**config.mk**
```make
export PLATFORM = sky130hd
export DESIGN_NAME = serial_bit_source_flat
export DESIGN_NICKNAME = d
export VERILOG_FILES = /design/src/rtl/serial_bit_source_if.sv /design/src/rtl/serial_bit_source.sv /design/src/flat_wrapper.sv
export SDC_FILE = /design/constraint.sdc
export NUM_CORES = 1
export LEC_CHECK = 0
export ABC_CLOCK_PERIOD_IN_PS = 1500
export CAP_MARGIN = 25
export CORE_UTILIZATION = 49
export CTS_CLUSTER_SIZE = 25
export DETAILED_ROUTE_END_ITERATION = 7
export DONT_BUFFER_PORTS = 1
export GPL_ROUTABILITY_DRIVEN = 0
export GPL_TIMING_DRIVEN = 0
export MAX_ROUTING_LAYER = met4
export PLACE_DENSITY = 0.66
export SYNTH_ARGS = -nofsm -noshare
export SYNTH_HDL_FRONTEND = slang
export SYNTH_SLANG_ARGS = --single-unit
export TNS_END_PERCENT = 5
```
**constraint.sdc**
```tcl
create_clock -name clock -period 1.5 [get_ports clock]
set_input_delay 0.225 -clock clock [delete_from_list [all_inputs] [get_ports clock]]
set_output_delay 0.225 -clock clock [all_outputs]
set_load 0.01 [all_outputs]
```
**src/rtl/serial_bit_source_if.sv**
```systemverilog
// Word-in / bit-out handshake bundle for serial_bit_source.
// The producer drives din_valid/din; the serializer answers with din_ready and the serial stream.
interface serial_bit_source_if #(
  parameter int WIDTH = 8
);
  logic             din_valid;
  logic [WIDTH-1:0] din;
  logic             din_ready;
  logic             a;
  logic             a_valid;
  logic             last;

  modport master (
    output din_valid, din,
    input  din_ready, a, a_valid, last
  );

  modport slave (
    input  din_valid, din,
    output din_ready, a, a_valid, last
  );
endinterface

```
**src/rtl/serial_bit_source.sv**
```systemverilog
// Serializes handshaked parallel words onto the single-bit detector input 'a',
// with a configurable idle gap between words and a_valid/last qualifiers.
module serial_bit_source #(
  parameter int WIDTH     = 8,
  parameter int GAP       = 2,
  parameter bit IDLE_BIT  = 1'b0,
  parameter bit MSB_FIRST = 1'b1
) (
  input  logic                  clock,
  input  logic                  reset,
  serial_bit_source_if.slave    bus
);

  localparam int CW = $clog2(WIDTH);
  localparam int GW = (GAP < 2) ? 1 : $clog2(GAP + 1);
  localparam logic [CW-1:0] LAST_IDX = CW'(WIDTH - 1);
  localparam logic [GW-1:0] GAP_LAST = GW'(GAP);

  typedef enum logic [1:0] {ST_IDLE, ST_SHIFT, ST_GAP} state_t;

  state_t           state;
  logic [WIDTH-1:0] shreg;
  logic [CW-1:0]    bit_cnt;
  logic [GW-1:0]    gap_cnt;
  logic             a_q;
  logic             a_valid_q;
  logic             last_q;
  logic             din_ready_q;

  logic             accept;
  logic [CW-1:0]    next_cnt;

  // shreg holds only the bits not yet driven on 'a'; the head bit goes out at load time.
  function automatic logic head_bit(input logic [WIDTH-1:0] w);
    return MSB_FIRST ? w[WIDTH-1] : w[0];
  endfunction

  function automatic logic [WIDTH-1:0] drop_head(input logic [WIDTH-1:0] w);
    return MSB_FIRST ? (w << 1) : (w >> 1);
  endfunction

  assign accept   = bus.din_valid && din_ready_q;
  assign next_cnt = bit_cnt + 1'b1;

  // NOTE: all state updates use non-blocking assignments so every register
  // samples pre-edge values, independent of statement order in this block.
  always_ff @(posedge clock or negedge reset) begin
    if (!reset) begin
      state       <= ST_IDLE;
      shreg       <= '0;
      bit_cnt     <= '0;
      gap_cnt     <= '0;
      a_q         <= IDLE_BIT;
      a_valid_q   <= 1'b0;
      last_q      <= 1'b0;
      din_ready_q <= 1'b0;
    end else begin
      case (state)
        ST_IDLE: begin
          if (accept) begin
            state       <= ST_SHIFT;
            shreg       <= drop_head(bus.din);
            bit_cnt     <= '0;
            a_q         <= head_bit(bus.din);
            a_valid_q   <= 1'b1;
            last_q      <= 1'b0;
            din_ready_q <= 1'b0;
          end else begin
            a_q         <= IDLE_BIT;
            a_valid_q   <= 1'b0;
            last_q      <= 1'b0;
            din_ready_q <= 1'b1;
          end
        end

        ST_SHIFT: begin
          if (bit_cnt == LAST_IDX) begin
            if (accept) begin
              // Only reachable with GAP==0: chain the next word with no bubble.
              shreg       <= drop_head(bus.din);
              bit_cnt     <= '0;
              a_q         <= head_bit(bus.din);
              a_valid_q   <= 1'b1;
              last_q      <= 1'b0;
              din_ready_q <= 1'b0;
            end else if (GAP == 0) begin
              state       <= ST_IDLE;
              bit_cnt     <= '0;
              a_q         <= IDLE_BIT;
              a_valid_q   <= 1'b0;
              last_q      <= 1'b0;
              din_ready_q <= 1'b1;
            end else begin
              state       <= ST_GAP;
              bit_cnt     <= '0;
              gap_cnt     <= GW'(1);
              a_q         <= IDLE_BIT;
              a_valid_q   <= 1'b0;
              last_q      <= 1'b0;
              din_ready_q <= 1'b0;
            end
          end else begin
            shreg       <= drop_head(shreg);
            bit_cnt     <= next_cnt;
            a_q         <= head_bit(shreg);
            last_q      <= (next_cnt == LAST_IDX);
            din_ready_q <= (GAP == 0) && (next_cnt == LAST_IDX);
          end
        end

        ST_GAP: begin
          if (gap_cnt == GAP_LAST) begin
            state       <= ST_IDLE;
            gap_cnt     <= '0;
            din_ready_q <= 1'b1;
          end else begin
            gap_cnt     <= gap_cnt + 1'b1;
          end
        end

        default: begin
          state       <= ST_IDLE;
          a_q         <= IDLE_BIT;
          a_valid_q   <= 1'b0;
          last_q      <= 1'b0;
          din_ready_q <= 1'b0;
        end
      endcase
    end
  end

  assign bus.a         = a_q;
  assign bus.a_valid   = a_valid_q;
  assign bus.last      = last_q;
  assign bus.din_ready = din_ready_q;

endmodule

```
**src/flat_wrapper.sv**
```systemverilog
// flat-port wrapper written by rule: the top's interface ports become plain ports
module serial_bit_source_flat 
#(
  parameter int WIDTH     = 8,
  parameter int GAP       = 2,
  parameter bit IDLE_BIT  = 1'b0,
  parameter bit MSB_FIRST = 1'b1
)
  (clock, reset, bus_din_valid, bus_din, bus_din_ready, bus_a, bus_a_valid, bus_last);
  serial_bit_source_if #(.WIDTH(WIDTH)) bus_i ();
  input  logic clock;
  input  logic reset;
  input wire logic [$bits(bus_i.din_valid)-1:0] bus_din_valid;
  input wire logic [$bits(bus_i.din)-1:0] bus_din;
  output wire logic [$bits(bus_i.din_ready)-1:0] bus_din_ready;
  output wire logic [$bits(bus_i.a)-1:0] bus_a;
  output wire logic [$bits(bus_i.a_valid)-1:0] bus_a_valid;
  output wire logic [$bits(bus_i.last)-1:0] bus_last;
  assign bus_i.din_valid = bus_din_valid;
  assign bus_i.din = bus_din;
  assign bus_din_ready = bus_i.din_ready;
  assign bus_a = bus_i.a;
  assign bus_a_valid = bus_i.a_valid;
  assign bus_last = bus_i.last;
  serial_bit_source #(.WIDTH(WIDTH), .GAP(GAP), .IDLE_BIT(IDLE_BIT), .MSB_FIRST(MSB_FIRST)) u_core (.clock(clock), .reset(reset), .bus(bus_i));
endmodule
```
==> results by group, run 1 <==
Critical path
  – Startpoint of the worst register-to-register path: u_core.bit_cnt[0]
  – CP Data Arrival Time: between 1500 and 2000 ps
  – Levels on crit path: 5
  – Worst Path Class, Setup: reg2reg
  – Buf/Inv on CP: 0
  – CP peak stage delay: about 400 ps
  – Worst setup SP type: register
  – Crit path capture type: register
  – WP data required: between 1500 and 2000 ps
  – Worst Reg-to-Reg Cells: 5
  – Crit-path cells: ha_2 -> ha_4 -> nand2b_4 -> and3_4 -> a221o_1
  – Worst path slowest cell: dfrtp_1
  – Critical path's top delay family: flip-flops
  – FF-to-FF setup slack: roughly 9.0 ps
  – R2r endpoint: u_core.bus.a
  – Worst Path Max Fanout: 10

STA
  – RSZ-0062 raised after global routing: true
  – Layout Skew: 2.60 ps
  – Slew Viols, Final: 0
  – FMAX: about 0.67 GHz
  – Fin crit period: 1490 ps
  – Final Setup Violations: 0
  – Least-Margin Pin Slew: roughly 850 ps
  – Fin crit share: 0.994
  – Setup_tns: 0 ps
  – Final hold vios: 0
  – Rel. slew slack: 0.431

Synthesis
  – Cell taking the most area after synthesis: dfrtp_1
  – Synth Register Bits: 19
  – Post-synth top area share: 0.501
  – Post-Syn Area: 950 um2
  – Mapped Avg Cell Area: 11.6 um2
  – Syn. warnings: 0
  – Synth area leaders: dfrtp_1 50%, a2bb2oi_1 5.5%, or3b_1 5.5%, o31ai_1 4.7%, ha_1 4.0%
  – Cells after Synth: 82
  – Seq/Total Area, Yosys: 0.501
  – Distinct cells, synth: 36
  – Synthesized Nets: 96

Clocking
  – Clk Latency, worst-skew pair: 300 ps
  – Clock buffer depth: 2
  – Clock sink total: 19
  – H-tree depth: 1
  – CTS tree: built
  – Cts bufs inserted: 3
  – Clock root buffer: clkbuf_4
  – Reg clk slew, reported paths: approximately 110 ps

GRT
  – First-pass GRT wire length: 3130 um
  – Vias in the first global route: between 600 and 700
  – Remaining Overflow, GRT: 0
  – Largest net degree at the start of global routing: 20
  – All-Layer GR Usage: 0.226
  – Initial antenna violation count: 0

Detailed routing
  – DR pass1 iterations: 4
  – ANT nets after route: 0
  – Vias per cell: roughly 6
  – Final wirelength: around 1900 um
  – DR WL/cell: 16.6 um
  – Drt drc: 0
  – Vias: 683
  – Initial DRC Count: 19

Floorplan
  – Chip width: around 46 um
  – Core Area: 0.00176 mm2
  – I/O Pins: 15
  – Initial Utilization: 0.538
  – Die ar.: between 0.002 and 0.0025 mm2
  – Number of cell rows: 15
  – Die Ht: roughly 46 um

Power
  – Leak Pwr: around 0.46 nW
  – Power Density: ~2200 mW/mm2
  – Sequential power share: 0.391
  – Power Internal: 0.00147 W
  – Clk pwr share: 0.113
  – P_sw: between 0.0008 and 0.0009 W
  – Worst vdd ir: approximately 0.96 mV
  – Sw Ratio: 0.376
  – Gate power share: 0.496

Final layout
  – Nets: between 100 and 150
  – Number of diodes: 0
  – Layout cells sized above 1: 0.187
  – Fill cells: around 160
  – Area Overhead vs Synth: 13.0%
  – Final core utilization: 0.609

Worst hold path
  – Hold crit path type: in2reg
  – Hold EP: u_core.shreg[2]
  – Hold Crit Depth: 2
  – Hold path start: bus_din[1]

Job
  – Max-cap violation count: 0

Placement
  – Port bufs: 0
  – Final HPWL DP: between 1000 and 1500 um

Run status
  – Status: completed
-- worst reg2reg max path: stages, from the launching register on --
cell and delay (ps):
dfrtp_1 400, ha_2 200, ha_4 190, nand2b_4 180, and3_4 160, a221o_1 250
-- cells by family (layout without fill, tap and decap cells) --
logic type | after synthesis | in the layout | synth area share
multiplexers | 1 | 1 | 0.0119
AO/OA/AOI/OAI | 26 | 27 | 0.219
buffers and inverters | 7 | 15 | 0.0422
adder cells (fa/ha/maj) | 3 | 3 | 0.0395
AND/OR/NAND/NOR | 26 | 26 | 0.187
flip-flops | 19 | 19 | 0.501
-- worst max path at each step --
stage | from | end | slack [ps]
final | u_core.bit_cnt[0] | u_core.bus.a | 9
after global routing | u_core.bit_cnt[0] | u_core.bus.a | -50
after CTS | u_core.bit_cnt[0] | u_core.bus.a | 10
after detailed placement | u_core.bit_cnt[1] | u_core.shreg[5] | -100
after global placement | u_core.bit_cnt[1] | u_core.shreg[7] | -90
after floorplan | u_core.bit_cnt[1] | u_core.bus.a | -20
-- synth_stat cells --
cell type and number:
a21o_1 1, a21oi_1 1, a21oi_4 1, a221o_1 1
a22o_1 1, a22oi_1 1, a2bb2oi_1 6, a31o_1 1
a31oi_1 1, a32o_1 1, and2_1 1, and2b_1 1
and3_1 1, and3b_1 1, buf_2 2, buf_4 1
buf_6 1, clkinv_1 1, dfrtp_1 19, ha_1 3
inv_1 2, mux2_2 1, nand2_1 1, nand2b_1 1
nand2b_4 1, nand3_1 2, nor2_1 2, nor2b_1 3
nor3_1 3, nor3b_1 2, o21ai_0 3, o22a_1 1
o22ai_1 1, o31ai_1 6, or3_1 1, or3b_1 6
-- timing repair --
item                                    in CTS  in global routing
hold buffers                                 1                  0
resized for setup                            0                  2
gates cloned                                 1                  0
pin swaps                                    2                  2
hold endpoints to repair                    19                  0
endpoints found under the setup margin      11                  9
setup buffers                                2                  2
-- layout make-up --
| class | instances | area [um2] | share of cell area |
|---|---|---|---|
| flip-flops and latches | 19 | 475 | 0.443 |
| multi-input cells | 57 | 463 | 0.431 |
| repair buffers | 5 | 40.0 | 0.0373 |
| well taps | 25 | 31.3 | 0.0291 |
| clock buffers | 4 | 26.3 | 0.0245 |
| plain buffers | 3 | 26.3 | 0.0245 |
| inverters | 3 | 11.3 | 0.0105 |
-- registers in the layout (all words and copies together) (netlist names) --
register	flops
u_core.shreg	8
u_core.bus.din_ready	1
u_core.gap_cnt	2
u_core.state	2
u_core.bus.last	1
u_core.bit_cnt	3
u_core.bus.a	1
u_core.bus.a_valid	1
-- power by group through the flow --
stage	Sequential [W]	Clock [W]	Combinational, W
after floorplan	0.000890	0	0.000883
after global placement	0.000927	0	0.00103
after detailed placement	0.000942	0	0.00105
after CTS	0.000924	0.000271	0.00114
after global routing	0.000958	0.000294	0.00130
final	0.000924	0.000266	0.00117
-- per-layer routing --
| metal | vias to the layer above | share of wire | global-route usage |
|---|---|---|---|
| met5 | - | 0 | - |
| met4 | 0 | 0.022 | 0.124 |
| met3 | 5 | 0.040 | 0.0476 |
| met2 | 16 | 0.46 | 0.318 |
| met1 | 329 | 0.48 | 0.300 |
| li1 | 333 | - | - |
-- metrics by stage --
stage / area [um2] / instances / worst slack [ps] / power [W] / hold WS (ps)
6_report: 1070 / 116 / 9.05 / 0.00236 / 124
3_3_place_gp: 1010 / 107 / -89.3 / 0.00196 / -70.2
2_1_floorplan: 976 / 82 / -16.7 / 0.00177 / -70.6
3_5_place_dp: 1010 / 107 / -102 / 0.00199 / -70.2
4_1_cts: 1060 / 114 / 13.6 / 0.00234 / 145
5_1_grt: 1070 / 116 / -54.8 / 0.00255 / 141
-- placed cells by master (no fill, tap or decap), types with 2 or more instances in the layout --
master / count
dfrtp_1: 19
buf_4: 6
or3b_1: 6
o31ai_1: 6
a2bb2oi_1: 6
o21ai_0: 3
nor2b_1: 3
nor3_1: 3
clkbuf_4: 3
inv_1: 2
nor2_1: 2
nand3_1: 2
nor3b_1: 2
(Power assumes the default switching activity.)
==> run 2: changes to the inputs <==
ABC_AREA = 1   (was unset)
==> run 2 against run 1 <==
Via count is 7.6% higher. First-iteration DRC count is 42% lower. Non-clock buffer count is 1 lower. Die area is 0.39% lower. Highest routed layer unchanged. Combinational power is 9% lower. Sequential power is 2% lower. Sequential share of layout area is 0.26 points lower. Core utilization is 0.35 points higher. Fmax is 5.7% higher.
==> results by group, run 2 <==
Critical path
  – Critical path's top delay family: flip-flops
  – Crit path capture type: register
  – Most frequent CP cell: ha_2
  – Worst setup SP type: register
  – Worst Path Max Fanout: 5 (-5)
  – Crit-path cells: ha_2 -> ha_2 -> inv_2 -> nand3_4 -> clkbuf_16 -> nand3_1 -> nand2_1 -> nor2_1
  – CP peak stage delay: 410 ps (about the same)
  – Worst Path Class, Setup: reg2reg
  – CP Data Arrival Time: 1650 ps (-40 ps)
  – Worst path slowest cell: dfrtp_1
  – WP data required: 1730 ps (+30 ps)
  – Buf/Inv on CP: 2 (+2)

Detailed routing
  – Metal2 WL: 887 um (+0.11%)
  – Vias: 735 (+7.6%)
  – Initial DRC Count: 11 (-8)
  – Final wirelength: 1760 um (-9.0%)
  – Vias per cell: 4.77 (-19%)
  – Top Layer Used: met4
  – DR WL/cell: 11.4 um (-31%)
  – Drt drc: 0 (unchanged)
  – Met3 WL: 45 um (-42%)
  – WL met1: 798 um (-13%)
  – DR pass1 iterations: 4 (unchanged)
  – ANT nets after route: 0 (unchanged)

STA
  – Hold_ws: 80.5 ps (-43.1 ps)
  – Final hold vios: 0 (unchanged)
  – Fin crit share: 0.940 (-0.0537)
  – Layout Skew: 2.58 ps (-0.0229 ps)
  – Slew Viols, Final: 0 (unchanged)
  – Fin crit period: 1410 ps (-80.5 ps)
  – Rel. slew slack: 0.434 (+0.00267)
  – Setup_tns: 0 ps (unchanged)
  – Final Setup Violations: 0 (unchanged)
  – Least-Margin Pin Slew: 846 ps (-4.00 ps)
  – FMAX: 0.709 GHz (+5.7%)

Clocking
  – CTS tree: built
  – Clock buffer depth: 2 (unchanged)
  – H-tree depth: 1 (unchanged)
  – Reg clk slew, reported paths: 100 ps (about the same)
  – Clk Latency, worst-skew pair: 290 ps (about the same)
  – Clock root buffer: clkbuf_4
  – Cts bufs inserted: 3 (unchanged)
  – Clock sink total: 19 (unchanged)

Final layout
  – Biggest regs: u_core.shreg x8, u_core.bit_cnt x3
  – Max reg flops: 8 (unchanged)
  – Commonest non-fill, non-tap cell in the layout: nand2_1
  – Area Overhead vs Synth: 14.2%
  – Most flop-heavy register: u_core.shreg
  – Commonest non-fill, non-tap cells in the layout: 31 x nand2_1, 19 x nor2_1, 19 x dfrtp_1
  – Final core utilization: 0.612 (+0.00355)
  – Nets: 144 (+36%)
  – Number of diodes: 0 (unchanged)
  – Layout cells sized above 1: 0.147 (-0.0395)

Floorplan
  – Number of cell rows: 15 (unchanged)
  – Die Ht: 45.9 um (-0.20%)
  – Die ar.: 0.00211 mm2 (-0.39%)
  – Initial Utilization: 0.536 (-0.00213)
  – Chip width: 45.9 um (-0.20%)
  – Core Area: 0.00176 mm2 (unchanged)
  – I/O Pins: 15 (unchanged)

Run status
  – Status: completed

GRT
  – Largest net degree at the start of global routing: 20 (unchanged)
  – Remaining Overflow, GRT: 0 (unchanged)
  – All-Layer GR Usage: 0.194 (-0.0326)
  – Initial antenna violation count: 0 (unchanged)
  – Vias in the first global route: 670 (-0.89%)
  – First-pass GRT wire length: 2740 um (-13%)

Worst hold path
  – Hold crit path type: in2reg

Job
  – Max-cap violation count: 0 (unchanged)

Synthesis
  – Synth Register Bits: 19 (unchanged)
  – Largest family of logic cells by synthesized area: simple AND/OR/NAND/NOR gates
  – Ys flop type: dfrtp_1
  – Cell taking the most area after synthesis: dfrtp_1
  – Syn. warnings: 0 (unchanged)
  – Post-Syn Area: 946 um2 (-0.40%)
  – Fraction of registers with async set/reset: 1.00 (unchanged)
  – Synthesized Nets: 133 (+39%)
  – Synth area leaders: dfrtp_1 50%, nand2_1 12%, inv_1 7.5%, nor2_1 7.5%, nand3_1 6.9%
  – Mux cell area share after synthesis: 0 (-0.0119)
  – Cells after Synth: 119 (+45%)
  – Post-synth top area share: 0.503 (+0.00199)
  – Number of synthesized flops with an enable pin: 0 (unchanged)
  – Post-Synth XOR/XNOR Area: 0 (unchanged)
  – Compound-Gate Fraction of Synth Area: 0.0397 (-0.179)
  – Simple-gate area share of the yosys netlist: 0.323 (+0.136)
  – Seq/Total Area, Yosys: 0.503 (+0.00199)
  – Top post-synthesis cells by count: 31 x nand2_1, 19 x dfrtp_1, 19 x inv_1, 19 x nor2_1, 13 x nand3_1
  – Most common cell in the synthesized netlist: nand2_1
  – Synth Area in Adders: 0.0397 (+0.000157)
  – Distinct cells, synth: 15 (-58%)
  – Mapped Avg Cell Area: 7.95 um2 (-31%)

Power
  – Power consumption: 0.00222 W (-5.8%)
  – Leak Pwr: 0.587 nW (+28%)
  – Worst vdd ir: 1.01 mV (+5.8%)
  – Power Density: 2060 mW/mm2 (-6.3%)

Placement
  – Final HPWL DP: 1240 um (-1.6%)
  – Port bufs: 0 (unchanged)
run 2: cells by family after synthesis:
family / count (synthesis)
and+or+nand+nor: 68
DFF: 19
adders and majority gates: 3
buffers and inverters: 22
AOI/OAI and AO/OA: 7
run 2: layout make-up:
class | instances | area, um2
Tap cell | 25 | 31.3
Multi-Input combinational cell | 78 | 385
Sequential cell | 19 | 475
Clock buffer | 4 | 26.3
Inverter | 21 | 81.3
Fill cell | 170 | 684
Buffer | 1 | 15.0
Timing Repair Buffer | 6 | 65.1
run 2: repair_timing:
action / 4_1_cts / 5_1_grt
pin swaps: 0 / 1
gates cloned: 0 / 1
resized for setup: 1 / 4
setup buffers: 1 / 3
hold buffers: 1 / 0
hold endpoints to repair: 19 / 0
endpoints found under the setup margin: 1 / 8
run 2: path summary, 6_finish.rpt:
path	start	cells past startpoint	slack, ps	end
worst max-delay path	u_core.bit_cnt[1]	8	90	u_core.shreg[2]
worst min-delay path	bus_din[6]	2	80	u_core.shreg[7]
worst max register to register	u_core.bit_cnt[1]	8	90	u_core.shreg[2]
worst min register to register	u_core.shreg[7]	2	510	u_core.bus.a
max in group asynchronous	reset	1	510	u_core.state[0]
min in group asynchronous	reset	1	470	u_core.bit_cnt[2]
run 2: where the power goes:
part | internal (W) | switching [W] | total [W]
logic | 0.000462 | 0.000597 | 0.00106
registers | 0.000737 | 0.000171 | 0.000909
clock network | 0.000103 | 0.000152 | 0.000256
total | 0.00130 | 0.000920 | 0.00222
run 2: through the flow:
stage          area, um2  std cells  setup slack (ps)
3_3_place_gp         977        144              40.9
6_report            1080        154              89.6
3_5_place_dp         977        144              21.3
2_1_floorplan        946        119               161
4_1_cts             1020        150              20.0
5_1_grt             1080        154             -10.7
run 2: worst reg2reg max path, delay by kind of cell (launching register included):
kind	cells	cell delay [ps]
adders and majority gates	2	360
buffers and inverters	2	270
DFF	1	410
and+or+nand+nor	4	310
run 2: layer usage:
layer  up-vias  GRT usage
li1        383          -
met2        11      0.296
met5         -          -
met4         0      0.106
met3         4     0.0516
met1       337      0.230
